**src/rtl/firehose_pkg.sv**
```systemverilog
// firehose_pkg
// Definitions shared by the firehose ADC-side blocks: the packer FSM state
// encoding, the packet size ceiling set by the downstream ping-pong buffer,
// and the sample/word widths.
package firehose_pkg;

    typedef enum logic [1:0] {
        ST_IDLE    = 2'd0,
        ST_HEADER  = 2'd1,
        ST_PAYLOAD = 2'd2
    } packer_state_e;

    // Largest packet packet_streamer can buffer (one half of its ping-pong RAM).
    localparam int FIREHOSE_MAX_WORDS = 1024;

    localparam int SAMPLE_W = 8;
    localparam int WORD_W   = 2 * SAMPLE_W;
    localparam int SEQ_W    = 16;

    // Word counter only has to reach FIREHOSE_MAX_WORDS-1.
    localparam int WCNT_W   = $clog2(FIREHOSE_MAX_WORDS);

endpackage

```
**src/rtl/sample_packer_if.sv**
```systemverilog
// sample_packer_if
// Byte-in / word-out stream bundle around sample_packer.
//   in_valid          : in_sample is valid this cycle
//   in_sample         : one quantized sample, I in [7:4], Q in [3:0]
//   source_data       : packed 16-bit word towards packet_streamer
//   source_en         : one-cycle strobe, source_data valid
//   source_packet_end : qualifies source_en, last word of a packet
// Modports:
//   master : the side feeding samples and consuming words
//   slave  : sample_packer itself
interface sample_packer_if;
    import firehose_pkg::*;

    logic                  in_valid;
    logic [SAMPLE_W-1:0]   in_sample;
    logic [WORD_W-1:0]     source_data;
    logic                  source_en;
    logic                  source_packet_end;

    modport master (
        output in_valid,
        output in_sample,
        input  source_data,
        input  source_en,
        input  source_packet_end
    );

    modport slave (
        input  in_valid,
        input  in_sample,
        output source_data,
        output source_en,
        output source_packet_end
    );

endinterface

```
**src/rtl/sample_packer.sv**
```systemverilog
// sample_packer
// Packs the quantizer's byte stream into 16-bit words and frames them into
// WORDS_PER_PACKET-word packets for packet_streamer. Each packet starts with
// a 16-bit sequence-number header word; payload words carry two samples,
// the earlier one in [15:8]. No backpressure: downstream takes a word on
// any cycle.
// Ports:
//   clk        : ADC clock
//   reset      : synchronous, active-low
//   enable     : run request, looked at only at packet boundaries
//   sp         : sample_packer_if.slave (sample in, word out)
//   packet_seq : sequence number of the most recent header sent
//   busy       : a packet is in progress
// All outputs are registered.
module sample_packer
    import firehose_pkg::*;
#(
    parameter int WORDS_PER_PACKET = 512
) (
    input  logic                 clk,
    input  logic                 reset,
    input  logic                 enable,
    sample_packer_if.slave       sp,
    output logic [SEQ_W-1:0]     packet_seq,
    output logic                 busy
);

    if (WORDS_PER_PACKET < 2 || WORDS_PER_PACKET > FIREHOSE_MAX_WORDS) begin : g_wpp_check
        $error("sample_packer: WORDS_PER_PACKET=%0d outside 2..%0d",
               WORDS_PER_PACKET, FIREHOSE_MAX_WORDS);
    end

    localparam logic [WCNT_W-1:0] LAST_WORD = WCNT_W'(WORDS_PER_PACKET - 1);

    packer_state_e         state_q, state_d;
    logic                  phase_q, phase_d;
    logic [SAMPLE_W-1:0]   hi_q, hi_d;
    logic [WCNT_W-1:0]     wcnt_q, wcnt_d;
    logic [SEQ_W-1:0]      seq_q, seq_d;
    logic [WORD_W-1:0]     source_data_q, source_data_d;
    logic                  source_en_q, source_en_d;
    logic                  source_packet_end_q, source_packet_end_d;
    logic [SEQ_W-1:0]      packet_seq_q, packet_seq_d;
    logic                  busy_q, busy_d;

    // A payload word completes on the second byte of a pair. Phase is 0
    // throughout HEADER, so a word can never complete there.
    logic word_done;
    logic last_word;

    assign word_done = (state_q == ST_PAYLOAD) && sp.in_valid && phase_q;
    assign last_word = (wcnt_q == LAST_WORD);

    // ---- state register ----
    always_ff @(posedge clk) begin
        if (!reset) begin
            state_q <= ST_IDLE;
        end else begin
            state_q <= state_d;
        end
    end

    // ---- next-state logic ----
    always_comb begin
        state_d = state_q;
        unique case (state_q)
            ST_IDLE:    if (enable) state_d = ST_HEADER;
            ST_HEADER:  state_d = ST_PAYLOAD;
            ST_PAYLOAD: begin
                // enable only matters on the closing word of a packet
                if (word_done && last_word) begin
                    state_d = enable ? ST_HEADER : ST_IDLE;
                end
            end
            default:    state_d = ST_IDLE;
        endcase
    end

    // ---- output / datapath logic ----
    always_comb begin
        phase_d             = phase_q;
        hi_d                = hi_q;
        wcnt_d              = wcnt_q;
        seq_d               = seq_q;
        source_data_d       = source_data_q;
        source_en_d         = 1'b0;
        source_packet_end_d = 1'b0;
        packet_seq_d        = packet_seq_q;
        busy_d              = (state_d != ST_IDLE);

        if (state_q == ST_HEADER) begin
            source_data_d = seq_q;
            source_en_d   = 1'b1;
            packet_seq_d  = seq_q;
            wcnt_d        = WCNT_W'(1);
        end

        // Bytes are accepted in HEADER as well as PAYLOAD so a sample that
        // arrives while the header goes out is not lost; IDLE drops them.
        if (state_q != ST_IDLE && sp.in_valid) begin
            phase_d = ~phase_q;
            if (!phase_q) begin
                hi_d = sp.in_sample;
            end
        end

        if (word_done) begin
            source_data_d = {hi_q, sp.in_sample};
            source_en_d   = 1'b1;
            if (last_word) begin
                source_packet_end_d = 1'b1;
                seq_d               = seq_q + SEQ_W'(1);
                wcnt_d              = '0;
            end else begin
                wcnt_d = wcnt_q + WCNT_W'(1);
            end
        end
    end

    // ---- registered outputs and packing state ----
    always_ff @(posedge clk) begin
        if (!reset) begin
            phase_q             <= 1'b0;
            wcnt_q              <= '0;
            seq_q               <= '0;
            source_data_q       <= '0;
            source_en_q         <= 1'b0;
            source_packet_end_q <= 1'b0;
            packet_seq_q        <= '0;
            busy_q              <= 1'b0;
        end else begin
            phase_q             <= phase_d;
            wcnt_q              <= wcnt_d;
            seq_q               <= seq_d;
            source_data_q       <= source_data_d;
            source_en_q         <= source_en_d;
            source_packet_end_q <= source_packet_end_d;
            packet_seq_q        <= packet_seq_d;
            busy_q              <= busy_d;
        end
    end

    // Holding register is pure data: only read once phase says it was loaded.
    always_ff @(posedge clk) begin
        hi_q <= hi_d;
    end

    assign sp.source_data       = source_data_q;
    assign sp.source_en         = source_en_q;
    assign sp.source_packet_end = source_packet_end_q;
    assign packet_seq           = packet_seq_q;
    assign busy                 = busy_q;

endmodule

```
**src/flat_wrapper.sv**
```systemverilog
// flat-port wrapper written by rule: the top's interface ports become plain ports
module sample_packer_flat import firehose_pkg::*;
#(
    parameter int WORDS_PER_PACKET = 512
)
  (clk, reset, enable, packet_seq, busy, sp_in_valid, sp_in_sample, sp_source_data, sp_source_en, sp_source_packet_end);
  sample_packer_if sp_i ();
  input  logic clk;
  input  logic reset;
  input  logic enable;
  output logic [SEQ_W-1:0] packet_seq;
  output logic busy;
  input wire logic [$bits(sp_i.in_valid)-1:0] sp_in_valid;
  input wire logic [$bits(sp_i.in_sample)-1:0] sp_in_sample;
  output wire logic [$bits(sp_i.source_data)-1:0] sp_source_data;
  output wire logic [$bits(sp_i.source_en)-1:0] sp_source_en;
  output wire logic [$bits(sp_i.source_packet_end)-1:0] sp_source_packet_end;
  assign sp_i.in_valid = sp_in_valid;
  assign sp_i.in_sample = sp_in_sample;
  assign sp_source_data = sp_i.source_data;
  assign sp_source_en = sp_i.source_en;
  assign sp_source_packet_end = sp_i.source_packet_end;
  sample_packer #(.WORDS_PER_PACKET(WORDS_PER_PACKET)) u_core (.clk(clk), .reset(reset), .enable(enable), .sp(sp_i), .packet_seq(packet_seq), .busy(busy));
endmodule
```
**config.mk**
```make
export PLATFORM = sky130hd
export DESIGN_NAME = sample_packer_flat
export DESIGN_NICKNAME = d
export VERILOG_FILES = /design/src/rtl/firehose_pkg.sv /design/src/rtl/sample_packer_if.sv /design/src/rtl/sample_packer.sv /design/src/flat_wrapper.sv
export SDC_FILE = /design/constraint.sdc
export NUM_CORES = 1
export LEC_CHECK = 0
export CORE_UTILIZATION = 52
export CTS_CLUSTER_DIAMETER = 60
export DETAILED_ROUTE_END_ITERATION = 6
export HOLD_SLACK_MARGIN = 0.08
export PLACE_DENSITY = 0.78
export REMOVE_ABC_BUFFERS = 1
export SLEW_MARGIN = 30
export SYNTH_ARGS = -nofsm -noshare
export SYNTH_HDL_FRONTEND = slang
export SYNTH_SLANG_ARGS = --single-unit
```
**constraint.sdc**
```tcl
create_clock -name clk -period 2.3 [get_ports clk]
set_clock_uncertainty 0.15 [all_clocks]
set_input_delay 0.46 -clock clk [delete_from_list [all_inputs] [get_ports clk]]
set_output_delay 0.46 -clock clk [all_outputs]
set_load 0.02 [all_outputs]
```
==> impl_metrics.json, run 1 <==
{
  "status": "finished clean",
  "grt_max_degree": 45,
  "synth_top_family_by_area": "simple AND/OR/NAND/NOR gates",
  "syn_inst": 328,
  "met2_length_um": 3060,
  "cts_max_path_buffers": 2,
  "synthMuxAreaShare_pct": 0,
  "track_usage_pct": 23.2,
  "placed_cells": 447,
  "ir_drop_v": 0.000356,
  "cts.clk_slew.worst_paths_ns": 0.07,
  "synth_compound_area_share_pct": 19.0,
  "wl_met3_um": 278,
  "synthXorXnorAreaFrac_pct": 1.22,
  "cap_violations": 0,
  "worstPathArrival_ns": 2.29,
  "clk_latency_ns": 0.33,
  "synthDistinctLibCells": 36,
  "path_cells": "clkdlybuf4s50_1, nand4b_1, or4_4, or4_1, a21oi_1",
  "chipWidth_um": 76.2,
  "synth-async-reset-ratio_pct": 0,
  "synth-seq-area-share_pct": 53.2,
  "io_buffers": 46,
  "rsz0062_at_grt": "no",
  "wl_met1_um": 3000,
  "wl_per_cell_um": 13.9,
  "multi_input_area_mm2": 0.00125,
  "grt_pass1_vias": 2418,
  "whs_ns": 0.304,
  "relSlewSlack_pct": 70.8,
  "synth_edf_count": 8,
  "seqCellArea_mm2": 0.00152,
  "post-place-ws_ns": -0.402,
  "hold_path.class": "flip-flop to flip-flop",
  "ys_ff_latch": 72,
  "power.leakage_nw": 1.21,
  "start_util_pct": 55.0,
  "dp_hpwl_um": 4390,
  "synth_ff_type": "dfxtp_1",
  "areaGrowthSynthToFinish_pct": 29.4,
  "num-nets-final": 402,
  "vias": 2610,
  "ys_warn_count": 0,
  "setup_violations": 0,
  "max_freq_ghz": 0.458,
  "critPathRequiredTime_ns": 2.41,
  "postSynthAreaPerCell_um2": 8.72,
  "overflow": 0,
  "synthSimpleGateAreaFrac_pct": 22.3,
  "hold_violations": 0,
  "core_area_mm2": 0.00520,
  "htreeDepth": 3,
  "antenna_found_initial": 0,
  "grt_pass1_wl_um": 10900,
  "gp_congestion": 0.885,
  "root_buffer": "clkbuf_8",
  "final_cells": 462,
  "cts_sinks": 72,
  "dr.pass1.iters": 4,
  "fp.dieH_um": 76.2,
  "cts_tree": "yes",
  "drive_gt1_share_pct": 11.0,
  "tightest_slew_ns": 0.437,
  "cts_setup_buffers": 0,
  "netlist_area_mm2": 0.00286,
  "io_pins": 47,
  "cp_top_family": "simple AND/OR/NAND/NOR gates",
  "top_layer": "met4",
  "synth_adder_area_share_pct": 0.875,
  "layout_setup_ws_ns": 0.116,
  "routed_wl_um": 6440,
  "min_period_ns": 2.18,
  "path_class": "primary input to flip-flop",
  "layout_common_cells": "nand2_1 (64), dfxtp_1 (64), clkdlybuf4s50_1 (46)",
  "drtIter0Drc": 165,
  "critPathLaunchType": "primary input",
  "worst-path-buf-inv": 1,
  "dieArea_mm2": 0.00580,
  "diodes": 0,
  "viasPerCell": 5.65,
  "worstPathMaxFanout": 4,
  "cts-buffers-inserted": 9,
  "cpMaxStageDelayCell": "or4_4",
  "drtAntennaViolNets": 0,
  "row_count": 26,
  "power.density_mw_per_mm2": 614,
  "n_fill_cell": 400,
  "slowest_delay_ns": 0.53,
  "drcViolationCount": 0,
  "finalSetupTns_ns": 0,
  "period_share_pct": 95.0,
  "drv_slew": 0,
  "endpoint_kind": "flip-flop",
  "utilization_pct": 71.1
}
## worst reg2reg max path: cells and delay by family, from the launching register on
| family | cells | cell delay, ns |
|---|---|---|
| and+or+nand+nor | 3 | 1.19 |
| AOI/OAI and AO/OA | 1 | 0.14 |
| adders and majority gates | 1 | 0.21 |
| DFF | 1 | 0.40 |
## cell type report
type | count | area share, %
sequential | 72 | 41.1
timing repair buffer | 71 | 17.9
clock inverter | 3 | 0.507
clock buffer | 12 | 3.92
inverter | 4 | 0.406
tap | 70 | 2.37
multi-input combinational | 230 | 33.8
## sequential cells by signal, indices dropped and copies added (netlist names)
register	cells
u_core.packet_seq	16
u_core.wcnt_q	10
u_core.phase_q	1
u_core.state_q	2
u_core.hi_q	8
u_core.sp.source_en	1
u_core.sp.source_packet_end	1
u_core.sp.source_data	16
u_core.busy	1
u_core.seq_q	16
## final timing paths
path,start,to,slack [ns],cells past startpoint
worst max register to register,u_core.seq_q[0],u_core.seq_q[14],0.14,5
worst max-delay path,sp_in_valid,u_core.seq_q[15],0.12,5
worst min-delay path,u_core.packet_seq[3],u_core.packet_seq[3],0.30,2
worst min register to register,u_core.packet_seq[3],u_core.packet_seq[3],0.30,2
## per-layer routing
metal / up-vias / track usage (%)
li1: 1307 / -
met1: 1210 / 30.1
met2: 82 / 37.1
met3: 11 / 3.71
met4: 0 / 12.5
met5: - / 0
## Yosys cell counts, types with 3 or more instances
cell type  number  area, um2
buf_1           3       11.3
clkbuf_1       18       67.6
nand4_1         4       25.0
nor3_1          4       20.0
edfxtp_1        8        240
o31ai_1         7       52.6
nand3_1         6       30.0
or4_1          11       82.6
dfxtp_1        64       1280
nor2_1         11       41.3
nand3b_1        3       22.5
inv_1           4       15.0
a21oi_1        35        175
or3_1           9       56.3
nand2b_1        4       25.0
a31oi_1        20        125
nand2_1        64        240
o21ai_0        27        135
## report_power, final
group / switching (mW) / internal (mW)
sequential: 0.00698 / 1.29
clock: 0.428 / 0.414
combinational: 0.0799 / 0.0563
## kinds of logic after synthesis
| logic type | count (synthesis) |
|---|---|
| XOR/XNOR | 4 |
| AND/OR/NAND/NOR | 128 |
| flip-flops | 72 |
| buffers and inverters | 26 |
| adder cells (fa/ha/maj) | 2 |
| AO/OA/AOI/OAI | 96 |
## through the flow
step,power (mW),instance area [um2]
2_1_floorplan,1.38,2780
3_3_place_gp,1.46,3520
3_5_place_dp,1.46,3520
4_1_cts,2.30,3700
5_1_grt,2.37,3700
6_report,2.27,3700
## what timing repair did
action,in CTS,in global routing
gates resized for setup,2,1
hold buffers,0,0
setup endpoints to repair,7,9
gates cloned,0,0
pin swaps,0,4
Power figures use the tool's default switching activity.
==> run 2, diff against run 1 <==
--- a/config.mk
+++ b/config.mk
@@ -10,7 +10,6 @@
 export DETAILED_ROUTE_END_ITERATION = 6
 export HOLD_SLACK_MARGIN = 0.08
 export PLACE_DENSITY = 0.78
-export REMOVE_ABC_BUFFERS = 1
 export SLEW_MARGIN = 30
 export SYNTH_ARGS = -nofsm -noshare
 export SYNTH_HDL_FRONTEND = slang
==> run 2 against run 1 <==
  * Clock power rose by 31%
  * Routed wire length grew 9.2%
  * Sequential power about the same
  * Maximum frequency shrank 0.41%
  * Count of clock-buffer cells in the layout fell by 2
  * Global-route usage up 3.3 points
  * First-iteration DRC count grew 32%
  * Cell count is 1.5% higher
  * Power increased by 11%
  * Hold slack better by 0.00075 ns
==> impl_metrics.json, run 2 (synthesis gave the netlist of run 1 again) <==
{
  "grt_max_degree": 33,
  "gp_congestion": 0.825,
  "max_freq_ghz": 0.456,
  "internal-power_mw": 1.95,
  "overflow": 0,
  "reg2reg_slack_ns": 0.11,
  "cts.clk_slew.worst_paths_ns": 0.08,
  "hold_path.class": "flip-flop to flip-flop",
  "n_fill_cell": 404,
  "status": "finished clean",
  "drv_slew": 0,
  "grt_pass1_vias": 2489,
  "viasPerCell": 5.74,
  "num-nets-final": 408,
  "cp_top_family": "simple AND/OR/NAND/NOR gates",
  "dieArea_mm2": 0.00580,
  "min_period_ns": 2.19,
  "clk_latency_ns": 0.35,
  "worstPathArrival_ns": 2.32,
  "critPathLaunchType": "flip-flop",
  "pwr-share-clk_pct": 43.5,
  "whs_ns": 0.305,
  "power.density_mw_per_mm2": 667,
  "fp.dieH_um": 76.2,
  "relSlewSlack_pct": 72.5,
  "cts_max_path_buffers": 2,
  "drtAntennaViolNets": 0,
  "sw_frac_of_total_pct": 22.6,
  "core_area_mm2": 0.00520,
  "utilization_pct": 72.7,
  "endpoint_kind": "flip-flop",
  "io_buffers": 46,
  "dp_hpwl_um": 4830,
  "rsz0062_at_grt": "no",
  "diodes": 0,
  "ir_drop_v": 0.000515,
  "cap_violations": 0,
  "layout_commonest_cell": "nand2_1",
  "drtIter0Drc": 218,
  "drcViolationCount": 0,
  "worstPathMaxFanout": 11,
  "path_cells": "nand4b_1, or4_1, or4_1, a21oi_1",
  "syn-num-nets": 342,
  "critPathRequiredTime_ns": 2.43,
  "layout_common_cells": "nand2_1 (64), dfxtp_1 (63), clkdlybuf4s50_1 (45)",
  "track_usage_pct": 26.4,
  "drive_gt1_share_pct": 12.8,
  "power_frac_comb_pct": 5.0,
  "slowest_delay_ns": 0.74,
  "antenna_found_initial": 0,
  "routed_wl_um": 7030,
  "path_class": "flip-flop to flip-flop",
  "switching_power_uw": 570,
  "io_pins": 47,
  "crit_top_cell": "or4_1",
  "cts_sinks": 72,
  "hold_buffers": 0,
  "finalSetupTns_ns": 0,
  "placed_cells": 452,
  "root_buffer": "clkbuf_8",
  "hold_violations": 0,
  "row_count": 26,
  "period_share_pct": 95.4,
  "cts_tree": "yes",
  "areaGrowthSynthToFinish_pct": 32.3,
  "grt_pass1_wl_um": 12100,
  "p_seq_share_pct": 51.5,
  "cts-buffers-inserted": 9,
  "start_util_pct": 55.0,
  "cpMaxStageDelayCell": "or4_1",
  "dr.pass1.iters": 5,
  "wl_per_cell_um": 15.0,
  "vias": 2694,
  "chipWidth_um": 76.2,
  "setup_violations": 0,
  "htreeDepth": 3,
  "tightest_slew_ns": 0.412,
  "final_cells": 469,
  "power.leakage_nw": 1.25,
  "worst-path-buf-inv": 0
}
run 2: cell count changes in the layout (fill, tap and decap cells not counted), moves of 2 or more:
cell / change
buf_4: +7
bufinv_16: +2
clkinv_2: -2
clkinvlp_4: +2
or4_1: +2
or4_4: -2
run 2: layout make-up:
| type | count | area (um2) | share of cell area (%) |
|---|---|---|---|
| Tap cell | 70 | 87.6 | 2.31 |
| Sequential cell | 72 | 1520 | 40.2 |
| Multi-Input combinational cell | 230 | 1250 | 32.9 |
| Inverter | 4 | 15.0 | 0.397 |
| Clock inverter | 6 | 92.6 | 2.45 |
| Clock buffer | 10 | 128 | 3.37 |
| Timing Repair Buffer | 77 | 692 | 18.3 |
run 2: layer usage:
metal	global-route usage (%)	vias up	share of wire, %
li1	-	1319	-
met1	35.2	1268	46
met2	42.6	95	47
met3	5.27	12	5.1
met4	10.0	0	1.8
met5	0	-	0
run 2: tightest hold or removal path, cell delays in order, from the launching register on:
cell     delay, ns
dfxtp_1       0.31
nand2_1       0.05
a21oi_1       0.05
run 2: path summary, 6_finish.rpt:
kind                              start                    end  cells past startpoint
setup / recovery      u_core.state_q[0]       u_core.seq_q[11]                      4
hold reg to reg   u_core.packet_seq[15]  u_core.packet_seq[15]                      2
hold / removal    u_core.packet_seq[15]  u_core.packet_seq[15]                      2
setup reg to reg      u_core.state_q[0]       u_core.seq_q[11]                      4
run 2: repair_timing:
action,in CTS,in global routing
setup endpoints to repair,15,7
pin swaps,1,0
setup buffers,1,0
gates resized for setup,2,2
run 2: stage by stage:
step           total power, mW  worst slack, ns  cell area (um2)
6_report                  2.52            0.107             3780
5_1_grt                   2.61          0.00892             3780
3_3_place_gp              1.45           -0.466             3550
4_1_cts                   2.54           0.0889             3780
3_5_place_dp              1.45           -0.518             3550
2_1_floorplan             1.39            0.197             2860
run 2: power groups by stage:
stage	combinational (mW)	clock (mW)	sequential (mW)
finish	0.127	1.10	1.30
global route	0.138	1.17	1.30
global placement	0.124	0	1.33
floorplan	0.0584	0	1.33
detailed placement	0.126	0	1.33
CTS	0.126	1.11	1.30
==> run 3, diff against run 2 <==
--- a/config.mk
+++ b/config.mk
@@ -8,7 +8,7 @@
 export CORE_UTILIZATION = 52
 export CTS_CLUSTER_DIAMETER = 60
 export DETAILED_ROUTE_END_ITERATION = 6
-export HOLD_SLACK_MARGIN = 0.08
+export HOLD_SLACK_MARGIN = 0.03
 export PLACE_DENSITY = 0.78
 export SLEW_MARGIN = 30
 export SYNTH_ARGS = -nofsm -noshare
==> results of run 3 <==
No change in the layout: final DEF, timing and power equal those of run 2.
